--- src/rtl/k580vt57.sv ---
// k580vt57: 4-channel DMA controller, 8257-compatible register map and bus cycles.
// Define K580VT57_AUTOLOAD_EN to make channel 3 an autoload shadow for channel 2.
module k580vt57 #(
  parameter int CE_DIV = 1
) (
  input  logic        clk,
  input  logic        reset,
  input  logic [3:0]  iaddr,
  input  logic [7:0]  idata,
  output logic [7:0]  odata,
  input  logic        iwe_n,
  input  logic        ird_n,
  input  logic [3:0]  drq,
  output logic [3:0]  dack,
  output logic        hrq,
  input  logic        hlda,
  output logic [15:0] oaddr,
  output logic        memr_n,
  output logic        memw_n,
  output logic        ior_n,
  output logic        iow_n,
  output logic        tc
);

  // state | meaning
  // IDLE  | bus released, waiting for an enabled request
  // WAIT  | hrq raised, waiting for hlda
  // S1    | address and dack driven (extended write strobe here)
  // S2    | cycle strobes asserted, tc flagged on last byte
  // S3    | strobes released, address/count updated
  // S4    | dack/tc dropped, burst on or release the bus
  typedef enum logic [2:0] {ST_IDLE, ST_WAIT, ST_S1, ST_S2, ST_S3, ST_S4} state_t;

  state_t      st_q;
  logic [15:0] addr_q [4];
  logic [15:0] cnt_q  [4];
  logic [7:0]  mode_q;
  logic [3:0]  tcf_q;
  logic        upd_q;
  logic        ff_q;
  logic        iwe_n_q, ird_n_q;
  logic [3:0]  wa_q, ra_q;
  logic [7:0]  wd_q;
  logic [1:0]  ch_q, last_q;
  logic [7:0]  ce_q;
  logic        hrq_q, memr_n_q, memw_n_q, ior_n_q, iow_n_q, tc_q;
  logic [3:0]  dack_q;
  logic [15:0] oaddr_q;

  logic [3:0]  req;
  logic [1:0]  win, idx;
  logic        found, ce, ext_memw, ext_iow;
  logic [15:0] rsel;

  function automatic logic [15:0] put_byte(input logic [15:0] old, input logic [7:0] b,
                                           input logic hi);
    return hi ? {b, old[7:0]} : {old[15:8], b};
  endfunction

  assign req = drq & mode_q[3:0];
  assign ce  = (ce_q == 8'd0);

  // Rotating priority starts the search just after the channel serviced last.
  always_comb begin
    win   = 2'd0;
    idx   = 2'd0;
    found = 1'b0;
    for (int i = 0; i < 4; i++) begin
      idx = mode_q[4] ? 2'(last_q + 2'(i + 1)) : 2'(i);
      if (!found && req[idx]) begin
        win   = idx;
        found = 1'b1;
      end
    end
    ext_memw = mode_q[5] && (cnt_q[win][15:14] == 2'b01);
    ext_iow  = mode_q[5] && (cnt_q[win][15:14] == 2'b10);
  end

  always_comb begin
    odata = 8'd0;
    rsel  = iaddr[0] ? cnt_q[iaddr[2:1]] : addr_q[iaddr[2:1]];
    if (!iaddr[3])
      odata = ff_q ? rsel[15:8] : rsel[7:0];
    else if (iaddr == 4'd8)
      odata = {3'b000, upd_q, tcf_q};
  end

  always_ff @(posedge clk) begin
    if (reset) begin
      st_q <= ST_IDLE;
      for (int i = 0; i < 4; i++) begin
        addr_q[i] <= '0;
        cnt_q[i]  <= '0;
      end
      mode_q   <= '0;   tcf_q    <= '0;   upd_q    <= 1'b0; ff_q    <= 1'b0;
      iwe_n_q  <= 1'b1; ird_n_q  <= 1'b1; wa_q     <= '0;   ra_q    <= '0;
      wd_q     <= '0;   ch_q     <= '0;   last_q   <= 2'd3; ce_q    <= '0;
      hrq_q    <= 1'b0; dack_q   <= '0;   oaddr_q  <= '0;   tc_q    <= 1'b0;
      memr_n_q <= 1'b1; memw_n_q <= 1'b1; ior_n_q  <= 1'b1; iow_n_q <= 1'b1;
    end else begin
      iwe_n_q <= iwe_n;
      ird_n_q <= ird_n;
      if (!iwe_n) begin
        wa_q <= iaddr;
        wd_q <= idata;
      end
      if (!ird_n) ra_q <= iaddr;
      ce_q <= ce ? 8'(CE_DIV - 1) : ce_q - 8'd1;

      if (iwe_n && !iwe_n_q) begin
        if (!wa_q[3]) begin
          ff_q <= !ff_q;
          if (wa_q[0]) cnt_q[wa_q[2:1]]  <= put_byte(cnt_q[wa_q[2:1]], wd_q, ff_q);
          else         addr_q[wa_q[2:1]] <= put_byte(addr_q[wa_q[2:1]], wd_q, ff_q);
`ifdef K580VT57_AUTOLOAD_EN
          if (mode_q[7] && wa_q[2:1] == 2'd2) begin
            if (wa_q[0]) cnt_q[3]  <= put_byte(cnt_q[3], wd_q, ff_q);
            else         addr_q[3] <= put_byte(addr_q[3], wd_q, ff_q);
          end
`endif
        end else if (wa_q == 4'd8) begin
          mode_q <= wd_q;
          ff_q   <= 1'b0;
`ifdef K580VT57_AUTOLOAD_EN
          if (!wd_q[7]) upd_q <= 1'b0;
`endif
        end
      end

      if (ird_n && !ird_n_q) begin
        if (!ra_q[3])          ff_q  <= !ff_q;
        else if (ra_q == 4'd8) tcf_q <= 4'd0;
      end

      // DMA updates follow CPU side effects so TC flags win a same-cycle status read.
      if (ce) begin
        unique case (st_q)
          ST_IDLE: if (|req) begin
            hrq_q <= 1'b1;
            st_q  <= ST_WAIT;
          end
          ST_WAIT: if (!(|req)) begin
            hrq_q <= 1'b0;
            st_q  <= ST_IDLE;
          end else if (hlda) begin
            ch_q     <= win;
            last_q   <= win;
            oaddr_q  <= addr_q[win];
            dack_q   <= 4'b0001 << win;
            memw_n_q <= !ext_memw;
            iow_n_q  <= !ext_iow;
            st_q     <= ST_S1;
          end
          ST_S1: begin
            tc_q <= (cnt_q[ch_q][13:0] == 14'd0);
            case (cnt_q[ch_q][15:14])
              2'b01:   begin ior_n_q  <= 1'b0; memw_n_q <= 1'b0; end
              2'b10:   begin memr_n_q <= 1'b0; iow_n_q  <= 1'b0; end
              default: ;
            endcase
            st_q <= ST_S2;
          end
          ST_S2: begin
            memr_n_q <= 1'b1; memw_n_q <= 1'b1; ior_n_q <= 1'b1; iow_n_q <= 1'b1;
            st_q     <= ST_S3;
          end
          ST_S3: begin
            addr_q[ch_q]       <= addr_q[ch_q] + 16'd1;
            cnt_q[ch_q][13:0]  <= cnt_q[ch_q][13:0] - 14'd1;
            if (cnt_q[ch_q][13:0] == 14'd0) begin
              tcf_q[ch_q] <= 1'b1;
`ifdef K580VT57_AUTOLOAD_EN
              if (ch_q == 2'd2) upd_q <= mode_q[7];
              if (mode_q[7] && ch_q == 2'd2) begin
                addr_q[2] <= addr_q[3];
                cnt_q[2]  <= cnt_q[3];
              end else if (mode_q[6]) mode_q[ch_q] <= 1'b0;
`else
              if (mode_q[6]) mode_q[ch_q] <= 1'b0;
`endif
            end
            dack_q <= '0;
            tc_q   <= 1'b0;
            st_q   <= ST_S4;
          end
          ST_S4: if (|req && hlda) begin
            ch_q     <= win;
            last_q   <= win;
            oaddr_q  <= addr_q[win];
            dack_q   <= 4'b0001 << win;
            memw_n_q <= !ext_memw;
            iow_n_q  <= !ext_iow;
            st_q     <= ST_S1;
          end else begin
            hrq_q <= 1'b0;
            st_q  <= ST_IDLE;
          end
          default: st_q <= ST_IDLE;
        endcase
      end
    end
  end

  assign hrq    = hrq_q;
  assign dack   = dack_q;
  assign oaddr  = oaddr_q;
  assign memr_n = memr_n_q;
  assign memw_n = memw_n_q;
  assign ior_n  = ior_n_q;
  assign iow_n  = iow_n_q;
  assign tc     = tc_q;

endmodule

--- config.mk ---
export PLATFORM = sky130hd
export DESIGN_NAME = k580vt57
export DESIGN_NICKNAME = d
export VERILOG_FILES = /design/src/rtl/k580vt57.sv
export SDC_FILE = /design/constraint.sdc
export NUM_CORES = 1
export LEC_CHECK = 0
export CORE_AREA = 2 2 146 148
export CTS_BUF_LIST = sky130_fd_sc_hd__clkbuf_4
export DETAILED_ROUTE_END_ITERATION = 7
export DIE_AREA = 0 0 148 150
export PLACE_DENSITY = 0.78
export SLEW_MARGIN = 20
export SYNTH_ARGS = -nofsm -noshare
export SYNTH_HDL_FRONTEND = slang
export SYNTH_SLANG_ARGS = --single-unit
--- constraint.sdc ---
create_clock -name clk -period 3.07 [get_ports clk]
set_input_delay 0.614 -clock clk [delete_from_list [all_inputs] [get_ports clk]]
set_output_delay 0.614 -clock clk [all_outputs]
set_load 0.1 [all_outputs]
### After elaboration in Yosys (flattened, before gate mapping)

Memories as Yosys holds them, arrays and structs flattened. A register that Yosys moved wholly into a read port is not among the register bits.
Index checks and enable logic that the tools add are counted.
Widths: inputs -> output; s select.

* $lt $le $gt $ge: 7
* bitwise gates (word level): 4
* eq/ne operators: 25
* mux-type cells: 115
* shift operators: 1
* reduce and logical (&&, ||, !) cells: 46
* $add $sub $neg: 6

Operator list (number)
* $mux 16: 10
* $mux 8: 10
* $reduce_or 16->1: 4
* $mux 2: 23
* $mux 4: 11
* $mux 1: 42
* $pmux 16 s2: 1
* $pmux 3 s6: 1
* $add 16x1->16 const B: 1
* $lt 2x3->1 const B: 5
* $reduce_and 5->1: 3
* $logic_not 14->1: 1
* $ne 2x2->1 const B: 7
* $sub 14x1->14 const B: 1
* $eq 4x4->1 const B: 3
* $pmux 4 s3: 1
* $reduce_and 6->1: 2
* $logic_and 1x1->1: 10
* $reduce_and 2->1: 5
* $mux 3: 3
* $reduce_and 3->1: 3
* $and 8x8->8: 1
* $bmux 1 s2: 4
* $logic_not 1->1: 8
* other kinds (29): 44

* input bits: 21
* memories kept: 2
* flip-flop bits (word level): 72
* bits in writable memories: 128
* word-level logic and storage cells: 226

Memory list
* addr_q: depth 4, width 16, read ports 3, clocked after Yosys merged registers in 1, write ports 4, RTL line 35 `logic [15:0] addr_q [4];`
* cnt_q: depth 4, width 16, read ports 3, clocked after Yosys merged registers in 1, write ports 4, RTL line 36 `logic [15:0] cnt_q [4];`

### Depth between registers and ports, before layout

An unclocked memory read counts as a cell.

* word-level depth: 21
* depth in mapped cells: 12
* mapped depth without buffers: 8

### Least setup slack after synthesis

No wires, ideal clock.

* kind: input to output
* start: input port iaddr[1]
* end: output port odata[1]
* required time: 2456 ps
* arrival: 3251 ps
* path buffers: 2
* path slack: -795 ps
* stages: 6
* path through: clkbuf_1 -> buf_2 -> mux4_2 -> mux4_2 -> inv_1 -> o22ai_1

* word-level cells in the longest chain between the ends: 4
* elaborated cells on any way between the ends: 7

Ends and longest elaborated chain
* start: declaration: RTL line 8 `input logic [3:0] iaddr,`
* $mem_v2 4x16 (on tied branches)
* $mux 16: RTL line 81 `rsel = iaddr[0] ? cnt_q[iaddr[2:1]] : addr_q[iaddr[2:1]];`
* $mux 8: RTL line 83 `odata = ff_q ? rsel[15:8] : rsel[7:0];`
* $mux 8 *: RTL line 82 `if (!iaddr[3])`
* end: declaration: RTL line 10 `output logic [7:0] odata,`

Mark *: on every way between the ends. The rest lies on a longest branch, timed or not.

==> results <==
[flip-flops by register name, indices dropped and copies added, names as in the netlist, 2 cells and up, named ones only]
| signal | cells |
|---|---|
| addr_q | 64 |
| ce_q | 8 |
| ch_q | 2 |
| cnt_q | 64 |
| dack | 4 |
| last_q | 2 |
| mode_q | 7 |
| oaddr | 16 |
| ra_q | 4 |
| st_q | 3 |
| tcf_q | 4 |
| wa_q | 4 |
| wd_q | 8 |
[metal layers]
layer  track usage, %  share of wire (%)  vias to the layer above
li1                 -                  -                     4314
met1            40.48                 36                     4762
met2            47.99                 46                      740
met3            8.415                 14                      129
met4            13.14                4.0                        0
met5                0                  0                        -
[cell families after synthesis]
| kind of cell | share of synthesized area (%) |
|---|---|
| adders and majority gates | 0.5399 |
| and+or+nand+nor | 17.04 |
| xor gates and xnor gates | 2.419 |
| buffers and inverters | 3.725 |
| muxes | 19.09 |
| AOI/OAI and AO/OA | 11.40 |
| DFF | 45.78 |
[worst paths after layout]
| kind | startpoint | end | slack, ps | depth (start not counted) |
|---|---|---|---|---|
| setup / recovery | addr_q[3][9] | odata[1] | -110 | 5 |
| hold / removal | reset | wa_q[1] | 360 | 2 |
| setup reg to reg | flop | addr_q[0][15] | 200 | 7 |
| hold reg to reg | tcf_q[0] | tcf_q[0] | 460 | 2 |
[final cells by class]
| class | count | area, um^2 | share of cell area (%) |
|---|---|---|---|
| diodes | 1 | 2.502 | 0.01856 |
| clock buffers | 81 | 608.1 | 4.510 |
| clock inverters | 13 | 53.80 | 0.3990 |
| inverters | 18 | 67.56 | 0.5011 |
| multi-input cells | 741 | 5952 | 44.14 |
| flip-flops and latches | 201 | 5306 | 39.36 |
| well taps | 275 | 344.1 | 2.552 |
| repair buffers | 120 | 1149 | 8.519 |
[Yosys cell counts (all sizes together) (3+ instances only)]
cell / instances
edfxtp: 128
o21ai: 103
dfxtp: 73
mux4: 72
nor2: 72
clkbuf: 69
nand2: 67
nand4: 62
o22ai: 38
nand3: 34
mux2: 32
nor3: 31
mux2i: 23
xnor2: 20
inv: 18
nor3b: 18
a21oi: 17
a221o: 17
buf: 16
nor2b: 15
xor2: 12
or3: 10
nand2b: 9
and2: 7
and3: 7
nand3b: 7
nor4: 7
a31oi: 5
ha: 5
or3b: 5
a2111oi: 4
o21bai: 4
o31ai: 4
a22oi: 3
a32oi: 3
o2bb2ai: 3
or2: 3
[critical path, cell delays in order, from the launching register on]
cell	delay (ps)
edfxtp_1	470
mux4_2	540
mux4_2	530
inv_2	90
o22ai_4	70
buf_12	180
[stage by stage]
step                      worst slack (ps)  std cells  total power [W]  setup TNS, ps
after floorplan                      80.85       1045         0.003802              0
after global placement               23.89       1347         0.004095              0
after detailed placement            0.5487       1347         0.004124              0
after CTS                           -96.48       1448         0.006421         -285.8
after global routing                -121.1       1450         0.006666         -447.3
final                               -105.6       1450         0.006419         -273.6
[timing repair]
item | in CTS | in global routing
resized for setup | 4 | 0
setup endpoints to repair | 6 | 8
buffers inserted | 7 | 1
[where the power goes]
part / switching [W] / leakage, nW / internal (W)
registers: 0.000151 / 1.91 / 0.00299
clock network: 0.00113 / 0.408 / 0.00120
logic: 0.000549 / 2.41 / 0.000406
==> out/results.txt <==
The type of the most critical hold path was in2reg. The number of antenna violations at the first check in global routing was 1; the site row count was 53. Synthesis produced a netlist with a net count of 1,071.

The logs give 11,590 um^2 for the total standard cell area after synthesis and 1,160 for the number of nets in the final layout. The dominant register cell in the synthesized netlist is edfxtp_1. Endpoint type of the worst setup path: an output pin. The maximum resistive drop on vdd was 307.6 uV; the number of hold violations in the final report was 0.

Clock-pin slew was measured on the worst setup and hold paths at 70 ps. Summed over all cells, the static leakage comes to 4.735 nW. After global routing the overflow that remains totals 0.

The library cell used most frequently in the layout, excluding fill and tap cells, is edfxtp_1. Type of the setup path with the least slack: reg2out. The wire length of the first global-routing pass is 52,430 um, and the via total after detailed routing is 9,945.

The overall die height works out to 150 um. Count of routing violations after the opening detailed-route iteration: 1,327. The run gives 3 as the maximum count of clock buffers along a single path.

The number of hold buffers added after CTS was 0. The largest total area in the synthesized netlist belongs to edfxtp_1. From left edge to right edge, the die measures 148 um.

The die outline area is 22,200 um^2, and the mean post-synth cell area is 11.09 um^2. Across the run, the number of max-cap violations was 0. The run gives 0 as the number of pins with negative max-slew slack in the final report. Yosys mapped a number of flops with a built-in enable equal to 128.

The logs give 201 for the number of sinks handled by clock tree synthesis and 1,045 for the gate count of the mapped netlist. In this run, distinct cell masters in the synthesized netlist total 64. The detailed-route wire length per cell is 23.39 um. The checks that failed: setup timing. The final worst setup slack is -105.6 ps, and the total global routing track utilization is 30.66%. Core outline area: 20,690 um^2. In this run the cell area measured after placement is 12,760 um^2. For the finished layout, the period the worst path requires is 3176 ps.

The register area share after synthesis is 45.78%. At the later pin of the worst-skew pair, clock insertion delay measures 670 ps. The maximum level of the CTS H-tree came out at 2. The detail-routed via count per cell is 6.859, and the cell area power density is 476.1 nW/um^2.

Timing would allow up to 314.9 MHz. The number of search-and-repair iterations in the first detailed-routing pass was 8. The number of warnings printed during yosys synthesis was 0; the initial cell density of the core was 56.01%.

Routability-driven placement finished with a final weighted congestion of 1.008. For the largest net degree at the start of global routing, the log shows 54. Of the available clock period, the critical path in the final layout requires 103.4%.

Buffers placed on the I/O ports in this run total 54. The via count of the first global-routing pass was 9,366. Clock tree synthesis selected as its root buffer the cell clkbuf_4. The total clock buffers created by CTS was 52.

The finished cells cover 13,480 um^2. The top cell type's share of synthesized area is 33.17%, and the share of async-settable or async-resettable flops after synthesis is 0%. Hold is met by 361.6 ps.

Final setup skew: 26.84 ps. For the max-slew headroom at the worst pin, the log shows 37.85%. Wires add up to 33,920 um. For the pin with the worst max-slew slack, the measured transition is 922.5 ps.

The library cells used most frequently in the layout, excluding fill and tap cells, are edfxtp_1 (128), o21ai_0 (98), buf_4 (83), clkbuf_4 (81). After detailed routing, the number of remaining DRC violations is 0. The flop and latch count out of synthesis was 201; the number of I/O pins was 55. By area the synthesized netlist is led by edfxtp_1 (33%), mux4_2 (14%), dfxtp_1 (13%), o21ai_0 (4.2%), nand4_1 (3.3%). The run finished, with violations left. The fraction of layout instances using a drive strength above 1 is 27.68%. Cells fill 65.17% of the core in the end. Along the worst path, the maximum fanout reaches 3. From synthesis to final layout, the design area changed by 16.36%.

Setup repair after global routing could not meet its margin everywhere. The kind of start point of the critical path was a flop. For the worst setup path, the data required time is 2460 ps. Detailed placement ended at an HPWL of 24,350 um. Setup violations remaining at the end of the flow were counted as 5. The tools report the remaining antenna violation count as 0.

Fill cells in the final layout number 1,547. Worst endpoint data arrival time: 2560 ps. TritonCTS built the clock tree.
Power figures use the tool's default switching activity.
